File: src/rtl/mem_arb_pkg.sv
// Shared types and reset constants for the instruction/data memory port arbiter.
package mem_arb_pkg;

  localparam int PKG_XLEN   = 32;
  localparam int PKG_MEM_AW = 7;

  typedef enum logic [1:0] {
    OWN_NONE,
    OWN_IF,
    OWN_DM_RD,
    OWN_DM_WR
  } owner_e;

  typedef struct packed {
    logic                  en;
    logic                  we;
    logic [PKG_MEM_AW-1:0] addr;
    logic [3:0]            wmask;
    logic [PKG_XLEN-1:0]   wdata;
  } mem_req_t;

  localparam mem_req_t            MEM_REQ_IDLE = '{en: 1'b0, we: 1'b0, addr: '0, wmask: '0, wdata: '0};
  localparam logic [PKG_XLEN-1:0] RDATA_ZERO   = '0;

endpackage

File: src/rtl/mem_port_arbiter_if.sv
// Fetch port, data port and memory-side signals of the arbiter; the master side is the core plus memory.
interface mem_port_arbiter_if #(
  parameter int XLEN   = 32,
  parameter int MEM_AW = 7
);

  logic              if_req;
  logic [XLEN-1:0]   if_addr;
  logic              if_gnt;
  logic              if_rvalid;
  logic [XLEN-1:0]   if_rdata;
  logic              if_err;

  logic              dm_req;
  logic              dm_we;
  logic [XLEN-1:0]   dm_addr;
  logic [3:0]        dm_wmask;
  logic [XLEN-1:0]   dm_wdata;
  logic              dm_gnt;
  logic              dm_rvalid;
  logic [XLEN-1:0]   dm_rdata;
  logic              dm_err;

  logic              mem_en;
  logic              mem_we;
  logic [MEM_AW-1:0] mem_addr;
  logic [3:0]        mem_wmask;
  logic [XLEN-1:0]   mem_wdata;
  logic [XLEN-1:0]   mem_rdata;

  modport master (
    output if_req, if_addr, dm_req, dm_we, dm_addr, dm_wmask, dm_wdata, mem_rdata,
    input  if_gnt, if_rvalid, if_rdata, if_err, dm_gnt, dm_rvalid, dm_rdata, dm_err,
    input  mem_en, mem_we, mem_addr, mem_wmask, mem_wdata
  );

  modport slave (
    input  if_req, if_addr, dm_req, dm_we, dm_addr, dm_wmask, dm_wdata, mem_rdata,
    output if_gnt, if_rvalid, if_rdata, if_err, dm_gnt, dm_rvalid, dm_rdata, dm_err,
    output mem_en, mem_we, mem_addr, mem_wmask, mem_wdata
  );

endinterface

File: src/rtl/arb_starve_ctr.sv
// Counts consecutive cycles a fetch request waits and asserts force_if once the limit is reached.
module arb_starve_ctr #(
  parameter int STARVE_MAX = 4
) (
  input  logic clk,
  input  logic rst,
  input  logic if_req,
  input  logic if_gnt,
  output logic force_if
);

  localparam int CW = $clog2(STARVE_MAX + 1);

  logic [CW-1:0] cnt;

  always_ff @(posedge clk) begin
    if (!rst) begin
      cnt <= '0;
    end else if (!if_req || if_gnt) begin
      cnt <= '0;
    end else if (cnt != CW'(STARVE_MAX)) begin
      cnt <= cnt + CW'(1);
    end
  end

  assign force_if = (cnt == CW'(STARVE_MAX));

endmodule

File: src/rtl/mem_port_arbiter.sv
// Shares one single-port word memory between the fetch and data ports with a per-cycle
// req/gnt handshake; the winner's response comes back exactly one cycle after its grant.
module mem_port_arbiter
  import mem_arb_pkg::*;
#(
  parameter int MEM_AW     = PKG_MEM_AW,
  parameter int STARVE_MAX = 4,
  parameter int XLEN       = PKG_XLEN
) (
  input  logic               clk,
  input  logic               rst,
  mem_port_arbiter_if.slave  bus
);

  logic     force_if;
  logic     if_win;
  logic     dm_win;
  logic     if_oor;
  logic     dm_oor;
  owner_e   owner_q;
  owner_e   owner_d;
  logic     err_q;
  logic     err_d;
  mem_req_t req;

  arb_starve_ctr #(
    .STARVE_MAX (STARVE_MAX)
  ) u_starve (
    .clk      (clk),
    .rst      (rst),
    .if_req   (bus.if_req),
    .if_gnt   (if_win),
    .force_if (force_if)
  );

  // Any address bit above the memory's word index makes the access out of range.
  assign if_oor = (bus.if_addr >> (MEM_AW + 2)) != '0;
  assign dm_oor = (bus.dm_addr >> (MEM_AW + 2)) != '0;

  always_comb begin
    dm_win = rst && bus.dm_req && !(force_if && bus.if_req);
    if_win = rst && bus.if_req && !dm_win;
  end

  assign bus.dm_gnt = dm_win;
  assign bus.if_gnt = if_win;

  always_comb begin
    req     = MEM_REQ_IDLE;
    owner_d = OWN_NONE;
    err_d   = 1'b0;
    if (dm_win) begin
      owner_d = bus.dm_we ? OWN_DM_WR : OWN_DM_RD;
      err_d   = dm_oor;
      if (!dm_oor) begin
        req.en    = 1'b1;
        req.we    = bus.dm_we;
        req.addr  = PKG_MEM_AW'(bus.dm_addr[MEM_AW+1:2]);
        req.wmask = bus.dm_we ? bus.dm_wmask : 4'b0000;
        req.wdata = PKG_XLEN'(bus.dm_wdata);
      end
    end else if (if_win) begin
      owner_d = OWN_IF;
      err_d   = if_oor;
      if (!if_oor) begin
        req.en   = 1'b1;
        req.addr = PKG_MEM_AW'(bus.if_addr[MEM_AW+1:2]);
      end
    end
  end

  assign bus.mem_en    = req.en;
  assign bus.mem_we    = req.we;
  assign bus.mem_addr  = MEM_AW'(req.addr);
  assign bus.mem_wmask = req.wmask;
  assign bus.mem_wdata = XLEN'(req.wdata);

  always_ff @(posedge clk) begin
    if (!rst) begin
      owner_q <= OWN_NONE;
      err_q   <= 1'b0;
    end else begin
      owner_q <= owner_d;
      err_q   <= err_d;
    end
  end

  // Responses are suppressed while reset is held so an in-flight access is simply dropped.
  always_comb begin
    bus.if_rvalid = 1'b0;
    bus.if_err    = 1'b0;
    bus.if_rdata  = XLEN'(RDATA_ZERO);
    bus.dm_rvalid = 1'b0;
    bus.dm_err    = 1'b0;
    bus.dm_rdata  = XLEN'(RDATA_ZERO);
    if (rst) begin
      unique case (owner_q)
        OWN_IF: begin
          bus.if_rvalid = 1'b1;
          bus.if_err    = err_q;
          bus.if_rdata  = err_q ? XLEN'(RDATA_ZERO) : bus.mem_rdata;
        end
        OWN_DM_RD: begin
          bus.dm_rvalid = 1'b1;
          bus.dm_err    = err_q;
          bus.dm_rdata  = err_q ? XLEN'(RDATA_ZERO) : bus.mem_rdata;
        end
        OWN_DM_WR: begin
          bus.dm_rvalid = 1'b1;
          bus.dm_err    = err_q;
        end
        default: begin
        end
      endcase
    end
  end

endmodule
File: src/flat_wrapper.sv
// flat-port wrapper written by rule: the top's interface ports become plain ports
module mem_port_arbiter_flat import mem_arb_pkg::*;
#(
  parameter int MEM_AW     = PKG_MEM_AW,
  parameter int STARVE_MAX = 4,
  parameter int XLEN       = PKG_XLEN
)
  (clk, rst, bus_if_req, bus_if_addr, bus_dm_req, bus_dm_we, bus_dm_addr, bus_dm_wmask, bus_dm_wdata, bus_mem_rdata, bus_if_gnt, bus_if_rvalid, bus_if_rdata, bus_if_err, bus_dm_gnt, bus_dm_rvalid, bus_dm_rdata, bus_dm_err, bus_mem_en, bus_mem_we, bus_mem_addr, bus_mem_wmask, bus_mem_wdata);
  mem_port_arbiter_if #(.XLEN(XLEN), .MEM_AW(MEM_AW)) bus_i ();
  input  logic clk;
  input  logic rst;
  input wire logic [$bits(bus_i.if_req)-1:0] bus_if_req;
  input wire logic [$bits(bus_i.if_addr)-1:0] bus_if_addr;
  input wire logic [$bits(bus_i.dm_req)-1:0] bus_dm_req;
  input wire logic [$bits(bus_i.dm_we)-1:0] bus_dm_we;
  input wire logic [$bits(bus_i.dm_addr)-1:0] bus_dm_addr;
  input wire logic [$bits(bus_i.dm_wmask)-1:0] bus_dm_wmask;
  input wire logic [$bits(bus_i.dm_wdata)-1:0] bus_dm_wdata;
  input wire logic [$bits(bus_i.mem_rdata)-1:0] bus_mem_rdata;
  output wire logic [$bits(bus_i.if_gnt)-1:0] bus_if_gnt;
  output wire logic [$bits(bus_i.if_rvalid)-1:0] bus_if_rvalid;
  output wire logic [$bits(bus_i.if_rdata)-1:0] bus_if_rdata;
  output wire logic [$bits(bus_i.if_err)-1:0] bus_if_err;
  output wire logic [$bits(bus_i.dm_gnt)-1:0] bus_dm_gnt;
  output wire logic [$bits(bus_i.dm_rvalid)-1:0] bus_dm_rvalid;
  output wire logic [$bits(bus_i.dm_rdata)-1:0] bus_dm_rdata;
  output wire logic [$bits(bus_i.dm_err)-1:0] bus_dm_err;
  output wire logic [$bits(bus_i.mem_en)-1:0] bus_mem_en;
  output wire logic [$bits(bus_i.mem_we)-1:0] bus_mem_we;
  output wire logic [$bits(bus_i.mem_addr)-1:0] bus_mem_addr;
  output wire logic [$bits(bus_i.mem_wmask)-1:0] bus_mem_wmask;
  output wire logic [$bits(bus_i.mem_wdata)-1:0] bus_mem_wdata;
  assign bus_i.if_req = bus_if_req;
  assign bus_i.if_addr = bus_if_addr;
  assign bus_i.dm_req = bus_dm_req;
  assign bus_i.dm_we = bus_dm_we;
  assign bus_i.dm_addr = bus_dm_addr;
  assign bus_i.dm_wmask = bus_dm_wmask;
  assign bus_i.dm_wdata = bus_dm_wdata;
  assign bus_i.mem_rdata = bus_mem_rdata;
  assign bus_if_gnt = bus_i.if_gnt;
  assign bus_if_rvalid = bus_i.if_rvalid;
  assign bus_if_rdata = bus_i.if_rdata;
  assign bus_if_err = bus_i.if_err;
  assign bus_dm_gnt = bus_i.dm_gnt;
  assign bus_dm_rvalid = bus_i.dm_rvalid;
  assign bus_dm_rdata = bus_i.dm_rdata;
  assign bus_dm_err = bus_i.dm_err;
  assign bus_mem_en = bus_i.mem_en;
  assign bus_mem_we = bus_i.mem_we;
  assign bus_mem_addr = bus_i.mem_addr;
  assign bus_mem_wmask = bus_i.mem_wmask;
  assign bus_mem_wdata = bus_i.mem_wdata;
  mem_port_arbiter #(.MEM_AW(MEM_AW), .STARVE_MAX(STARVE_MAX), .XLEN(XLEN)) u_core (.clk(clk), .rst(rst), .bus(bus_i));
endmodule
File: config.mk
export PLATFORM = sky130hd
export DESIGN_NAME = mem_port_arbiter_flat
export DESIGN_NICKNAME = d
export VERILOG_FILES = /design/src/rtl/mem_arb_pkg.sv /design/src/rtl/mem_port_arbiter_if.sv /design/src/rtl/arb_starve_ctr.sv /design/src/rtl/mem_port_arbiter.sv /design/src/flat_wrapper.sv
export SDC_FILE = /design/constraint.sdc
export NUM_CORES = 1
export LEC_CHECK = 0
export ABC_AREA = 1
export BUFFER_PORTS_ARGS = -buffer_cell sky130_fd_sc_hd__buf_2
export CAP_MARGIN = 20
export CORE_AREA = 2 2 99 101
export CTS_BUF_LIST = sky130_fd_sc_hd__clkbuf_8
export CTS_CLUSTER_DIAMETER = 200
export DETAILED_ROUTE_END_ITERATION = 12
export DIE_AREA = 0 0 101 103
export PLACE_DENSITY = 0.64
export SYNTH_ARGS = -nofsm -noshare
export SYNTH_HDL_FRONTEND = slang
export SYNTH_HIERARCHICAL = 1
export SYNTH_SLANG_ARGS = --single-unit
File: constraint.sdc
create_clock -name clk -period 1.55 [get_ports clk]
set_input_delay 0.31 -clock clk [delete_from_list [all_inputs] [get_ports clk]]
set_output_delay 0.31 -clock clk [all_outputs]
set_load 0.005 [all_outputs]
==> parameters.txt, run 1 <==
Parameter                              Value

Clock tree
  Clock transition at the registers of the reported paths    ~0.040 ns
  H-tree level count    1
  Maximum clock path buffer count    2
  # clock sinks    6
  CTS Hold Bufs    0
  Buffer type at the clock tree root    sky130_fd_sc_hd__clkbuf_8
  Worst-Skew Late Latency    0.22 ns
  Clock tree from TritonCTS    built
  TritonCTS Buffers    3

Global routing
  Overall global routing resource usage    0.1175
  Initial antenna violation count    2
  Vias in the first global route    2308
  Largest net degree at the start of global routing    35
  Gr ovfl total    0
  Wire length of the first global-routing pass    9.811 mm

Floorplan
  Std-Cell Core Area    9459 um^2
  Number of top-level design ports    around 250
  Die extent in y    around 100 um
  DIE AREA    10400 um^2
  Effective utilization at floorplan    0.1431
  Die W    101 um
  Total number of placement rows    36

Power
  Sequential Power Share    0.193
  Logic pwr share    0.546
  Power Density    278.0 nW/um^2
  Static power due to leakage    between 2 and 2.5 nW
  Maximum VDD drop    224.8 uV
  Net load switching power    approximately 0.30 mW
  Clk pwr share    0.261
  Design Power    0.8687 mW
  Internal Pwr Total    around 0.57 mW
  Share of total power consumed by net switching    0.3444

Placement
  Routability congestion estimate    0.7706
  Total placed instance area    approximately 3000 um^2
  Count of port buffers added during placement    247
  Placed wire-length estimate    between 5 and 6 mm
  Post-placement setup slack    -0.1810 ns
  Total placed cells including tap cells    672

Worst hold path
  Worst min-delay path category    in2reg
  Number of cells traversed by the worst hold path    3

Synthesis
  Synth Net Count    about 440
  Top-count cell post-synth    sky130_fd_sc_hd__nor2_1
  Syn Inst Count    302
  Most used flip-flop cell after synthesis    sky130_fd_sc_hd__dfxtp_1
  Cell type with the highest aggregate area in the netlist    sky130_fd_sc_hd__nor2_1
  Proportion of netlist area held by the largest area contributor    0.3410
  Synth unique cells    16
  Leading cell types by total area after synthesis    sky130_fd_sc_hd__nor2_1, sky130_fd_sc_hd__nand2_1, sky130_fd_sc_hd__inv_1
  Mapped Area    around 1400 um^2
  Synth Area per Inst    4.483 um^2
  Number of enable-type register cells in the synthesized netlist    0
  Fraction of registers with async set or reset after synthesis    0
  Register bit count reported by yosys    6
  Synth cell count leaders    sky130_fd_sc_hd__nor2_1, sky130_fd_sc_hd__nand2_1, sky130_fd_sc_hd__inv_1, sky130_fd_sc_hd__nand3_1, sky130_fd_sc_hd__nor2_2
  YS warnings    6
  Sequential share of the synthesized area    0.08872

Layout
  Final Non-Filler Cells    681
  Fraction of final layout cells with drive strength greater than 1    0.5714
  Non-Filler Cell Area, Final    3124 um^2
  Post-layout util    0.3303
  Final-stage net count    approximately 710
  Growth of design area from synthesis to finish    130.8%
  Inserted Diodes    0

Timing
  Share of the clock period used by the worst path    1.231
  Final worst path period need    1.908 ns
  Hold slack final    approximately 0.38 ns
  Worst Max-Slew Pin Slew    0.2438 ns
  Setup repair after global routing missed its margin    yes
  Sum of negative setup slack    -14.69 ns
  Count of endpoints failing setup in the final report    47
  Final count of pins violating max slew    0
  Relative slew slack    0.8373
  Final clock skew    0.003125 ns
  Total count of hold-check failures in the final report    0
  Setup slack after layout    -0.3576 ns
  Top achievable clock speed    0.5242 GHz

Worst setup path
  Setup Crit Path Kind    reg2out
  R2R cell count    12
  CP endpoint kind    primary output
  Arrival time of data at the critical path endpoint    1.60 ns
  Category of the worst setup path launch point    register
  Data required, critical path    1.24 ns
  Crit path max fanout    28

Run status
  Run status    complete, but fails checks
  Violations in the final reports    negative setup slack

Route
  Starting DRT DRC Count    41
  Wire per inst    10.57 um
  Residual DRC count    0
  Number of routed nets with antenna violations    0
  Length of the first detailed-routing pass in iterations    4
  Vias per cell    3.900
  Vias after detailed routing    2656
  Final WL    7.201 mm

Run
  Maxcap violations    0
worst max-delay path, cell delays in order (launching register included):
cell and delay (ns):
sky130_fd_sc_hd__dfxtp_2 0.32, sky130_fd_sc_hd__inv_2 0.05, sky130_fd_sc_hd__ha_4 0.15, sky130_fd_sc_hd__nand2_2 0.06, sky130_fd_sc_hd__inv_2 0.03, sky130_fd_sc_hd__nand2_2 0.06, sky130_fd_sc_hd__nand3_4 0.12, sky130_fd_sc_hd__inv_8 0.11
sky130_fd_sc_hd__nand2_8 0.06, sky130_fd_sc_hd__buf_12 0.17, sky130_fd_sc_hd__nor2_1 0.11, sky130_fd_sc_hd__buf_2 0.12
power groups by stage:
stage	Clock (mW)	Sequential [mW]	Combinational, mW
finish	0.227	0.168	0.474
global placement	0	0.169	0.442
floorplan	0	0.170	0.171
CTS	0.235	0.167	0.459
global route	0.240	0.169	0.530
detailed placement	0	0.170	0.446
cell type report:
type                       count  area (um^2)
fill                        1117         6335
timing repair buffer         274         1523
multi-input combinational    229         1081
inverter                      55        214.0
tap                          114        142.6
sequential                     6        122.6
clock buffer                   3        41.29
path summary, 6_finish.rpt:
check | start | to | slack, ns
worst max-delay path | u_core/u_starve/cnt[0] | bus_mem_wdata[27] | -0.36
worst min-delay path | bus_dm_we | u_core/owner_q[0] | 0.38
worst max register to register | u_core/u_starve/cnt[0] | u_core/u_starve/cnt[2] | 0.07
worst min register to register | u_core/u_starve/cnt[0] | u_core/u_starve/cnt[0] | 0.58
registers in the layout, indices dropped and copies added (netlist names):
signal	cells
u_core/u_starve/cnt	3
u_core/owner_q	2
u_core/err_q	1
cell families (layout without fill, tap and decap cells):
group | count (synthesis) | after routing | synth area share
compound gates | 2 | 2 | 0.007394
fa+ha+maj | 2 | 2 | 0.01848
buf+inv | 68 | 332 | 0.2079
flops | 6 | 6 | 0.08873
simple gates | 224 | 225 | 0.6774
layer usage:
layer | vias up | share of wire | global-route usage
li1 | 1399 | - | -
met1 | 1097 | 0.37 | 0.1115
met2 | 148 | 0.52 | 0.2559
met3 | 8 | 0.11 | 0.02576
met4 | 4 | 0.0056 | 0.01871
met5 | - | 0.0029 | 0
layout by cell type, fill, tap and decap left out, types with 2 or more instances in the layout:
| cell | count |
|---|---|
| sky130_fd_sc_hd__buf_12 | 5 |
| sky130_fd_sc_hd__buf_2 | 247 |
| sky130_fd_sc_hd__buf_4 | 20 |
| sky130_fd_sc_hd__clkbuf_8 | 3 |
| sky130_fd_sc_hd__dfxtp_1 | 4 |
| sky130_fd_sc_hd__dfxtp_2 | 2 |
| sky130_fd_sc_hd__inv_1 | 48 |
| sky130_fd_sc_hd__inv_2 | 5 |
| sky130_fd_sc_hd__nand2_1 | 62 |
| sky130_fd_sc_hd__nand2_2 | 3 |
| sky130_fd_sc_hd__nand3_1 | 14 |
| sky130_fd_sc_hd__nand3_2 | 3 |
| sky130_fd_sc_hd__nand3_4 | 2 |
| sky130_fd_sc_hd__nor2_1 | 111 |
| sky130_fd_sc_hd__nor2_2 | 23 |
| sky130_fd_sc_hd__nor2_4 | 4 |
timing repair:
action | in CTS | in global routing
gates resized for setup | 11 | 15
gates cloned | 1 | 2
buffers inserted | 2 | 1
pin swaps | 5 | 4
endpoints found under the setup margin | 50 | 116
Note: power is estimated with default switching activity, not from simulation.
==> inputs of run 2 (changes only) <==
--- a/config.mk
+++ b/config.mk
@@ -13,7 +13,7 @@
 export CTS_CLUSTER_DIAMETER = 200
 export DETAILED_ROUTE_END_ITERATION = 12
 export DIE_AREA = 0 0 101 103
-export PLACE_DENSITY = 0.64
+export PLACE_DENSITY = 0.62
 export SYNTH_ARGS = -nofsm -noshare
 export SYNTH_HDL_FRONTEND = slang
 export SYNTH_HIERARCHICAL = 1
==> constraint.sdc (replaced) <==
create_clock -name clk -period 1.8 [get_ports clk]
set_input_delay 0.36 -clock clk [delete_from_list [all_inputs] [get_ports clk]]
set_output_delay 0.36 -clock clk [all_outputs]
set_load 0.005 [all_outputs]
==> parameters.txt, run 2 (same netlist as run 1, synthesis figures left out) <==
Parameter                              Value

Placement
  Total placed instance area    about 2800 um^2
  Count of port buffers added during placement    ~250
  Routability congestion estimate    0.7545
  Placed wire-length estimate    just over 6 mm

Worst setup path
  Most used cell along the critical path    sky130_fd_sc_hd__buf_6
  Crit path max fanout    8
  Longest individual stage delay on the worst path    0.32 ns
  Data required, critical path    1.44 ns
  Cell breakdown of the critical path    inv_2 > ha_4 > nand2_4 > inv_2 > nand2_2 > nand3_4 > inv_6 > nor2_4 > buf_6 > buf_4 > buf_6 > buf_6
  Arrival time of data at the critical path endpoint    1.63 ns
  Setup Crit Path Kind    reg2out
  Slowest stage cell, crit path    sky130_fd_sc_hd__dfxtp_2
  Category of the worst setup path launch point    register
  CP endpoint kind    primary output

Global routing
  Largest net degree at the start of global routing    35
  Initial antenna violation count    0
  Vias in the first global route    between 2000 and 2500
  Overall global routing resource usage    0.1192
  Wire length of the first global-routing pass    9.984 mm
  Gr ovfl total    0

Timing
  Top achievable clock speed    0.5025 GHz
  Setup repair after global routing missed its margin    yes
  Worst Max-Slew Pin Slew    0.3147 ns
  Setup slack after layout    -0.1900 ns
  Count of endpoints failing setup in the final report    45
  Final worst path period need    between 1.5 and 2 ns
  Hold slack final    between 0.4 and 0.5 ns
  Relative slew slack    0.7900
  Total count of hold-check failures in the final report    0
  Sum of negative setup slack    -5.592 ns
  Final count of pins violating max slew    0
  Share of the clock period used by the worst path    1.106
  Final clock skew    0.004044 ns

Floorplan
  Number of top-level design ports    252
  Std-Cell Core Area    roughly 9500 um^2
  DIE AREA    ~10000 um^2
  Effective utilization at floorplan    0.1431
  Die W    101 um
  Die extent in y    between 100 and 150 um
  Total number of placement rows    36

Layout
  Number of flip-flops in the largest register    3
  Commonest non-fill, non-tap cells in the layout    sky130_fd_sc_hd__buf_2, sky130_fd_sc_hd__nor2_1, sky130_fd_sc_hd__nand2_1, sky130_fd_sc_hd__inv_1, sky130_fd_sc_hd__nor2_2
  Fraction of final layout cells with drive strength greater than 1    0.5625
  Largest registers in the final layout    u_core/u_starve/cnt x3, u_core/owner_q x2, u_core/err_q x1
  Inserted Diodes    0
  Non-Filler Cell Area, Final    ~3100 um^2
  Growth of design area from synthesis to finish    126.2%
  Most frequent standard cell in the layout excluding fill and tap cells    sky130_fd_sc_hd__buf_2
  Final-stage net count    701
  Register containing the most flip-flops in the final layout    u_core/u_starve/cnt

Clock tree
  Maximum clock path buffer count    2
  Buffer type at the clock tree root    sky130_fd_sc_hd__clkbuf_8
  CTS Hold Bufs    0
  TritonCTS Buffers    3
  Clock transition at the registers of the reported paths    0.04 ns
  # clock sinks    6
  H-tree level count    1
  Clock tree from TritonCTS    built
  Worst-Skew Late Latency    0.23 ns

Route
  Residual DRC count    0
  Length of the first detailed-routing pass in iterations    4
  Number of routed nets with antenna violations    0
  Final WL    7.065 mm
  Vias per cell    3.895
  Starting DRT DRC Count    36
  Wire per inst    10.48 um
  Vias after detailed routing    2625

Power
  Power Density    240.1 nW/um^2
  Net load switching power    roughly 0.25 mW
  Sequential Power Share    0.196
  Share of total power consumed by net switching    0.3440
  Static power due to leakage    2.120 nW
  Internal Pwr Total    0.4825 mW
  Clk pwr share    0.278
  Maximum VDD drop    167.9 uV
  Logic pwr share    0.526

Worst hold path
  Worst min-delay path category    in2reg

Run
  Maxcap violations    0

Run status
  Run status    complete, but fails checks
  Violations in the final reports    negative setup slack
[run 2: cell count changes in the layout (fill, tap and decap cells not counted), sizes merged]
cell / delta
buf: -5
nor2: -1
clkbuf: -1
[run 2: metrics by stage]
step	util	setup WS [ns]	power, mW	std cells
after detailed placement	0.2989	-0.05305	0.5100	666
after CTS	0.3149	-0.1720	0.7357	672
after global routing	0.3238	-0.2804	0.8020	674
final	0.3238	-0.1900	0.7355	674
after global placement	0.2989	-0.05499	0.5080	666
after floorplan	-	-0.02900	0.2854	302
[run 2: worst max-delay path, delay by kind of cell (launching register included)]
| kind | cells | cell delay (ns) |
|---|---|---|
| flops | 1 | 0.32 |
| fa+ha+maj | 1 | 0.16 |
| buf+inv | 7 | 0.65 |
| simple gates | 4 | 0.27 |
[run 2: path summary, 6_finish.rpt]
kind / start / end / slack (ns) / depth (start not counted)
setup / recovery: u_core/u_starve/cnt[1] / bus_if_gnt / -0.19 / 12
setup reg to reg: u_core/u_starve/cnt[1] / u_core/u_starve/cnt[0] / 0.40 / 12
hold reg to reg: u_core/u_starve/cnt[1] / u_core/u_starve/cnt[1] / 0.57 / 3
hold / removal: bus_dm_we / u_core/owner_q[0] / 0.41 / 3
[run 2: repair_timing]
action                                  CTS  global route
endpoints found under the setup margin   47            47
pin swaps                                 5            15
gates resized for setup                  23            20
buffers inserted                          3             2
[run 2: per-layer routing]
metal,global-route usage,routed length (um),vias to the layer above,share of wire
li1,-,-,1386,-
met2,0.2569,3710,153,0.53
met1,0.1204,2621,1084,0.37
met4,0.01247,28,0,0.0040
met5,0,0,-,0
met3,0.02169,705,2,0.10
[run 2: cell type report]
| type | count | area [um^2] |
|---|---|---|
| multi-input cells | 228 | 1074 |
| well taps | 114 | 142.6 |
| fillers | 1119 | 6396 |
| inverters | 55 | 211.5 |
| repair buffers | 268 | 1471 |
| clock buffers | 3 | 41.29 |
| flip-flops and latches | 6 | 122.6 |
[run 2: power by group through the flow]
stage | clock network, mW | logic [mW] | registers, mW
2_1_floorplan | 0 | 0.140 | 0.145
3_3_place_gp | 0 | 0.363 | 0.145
3_5_place_dp | 0 | 0.365 | 0.145
4_1_cts | 0.210 | 0.382 | 0.144
5_1_grt | 0.220 | 0.437 | 0.144
6_report | 0.205 | 0.387 | 0.144
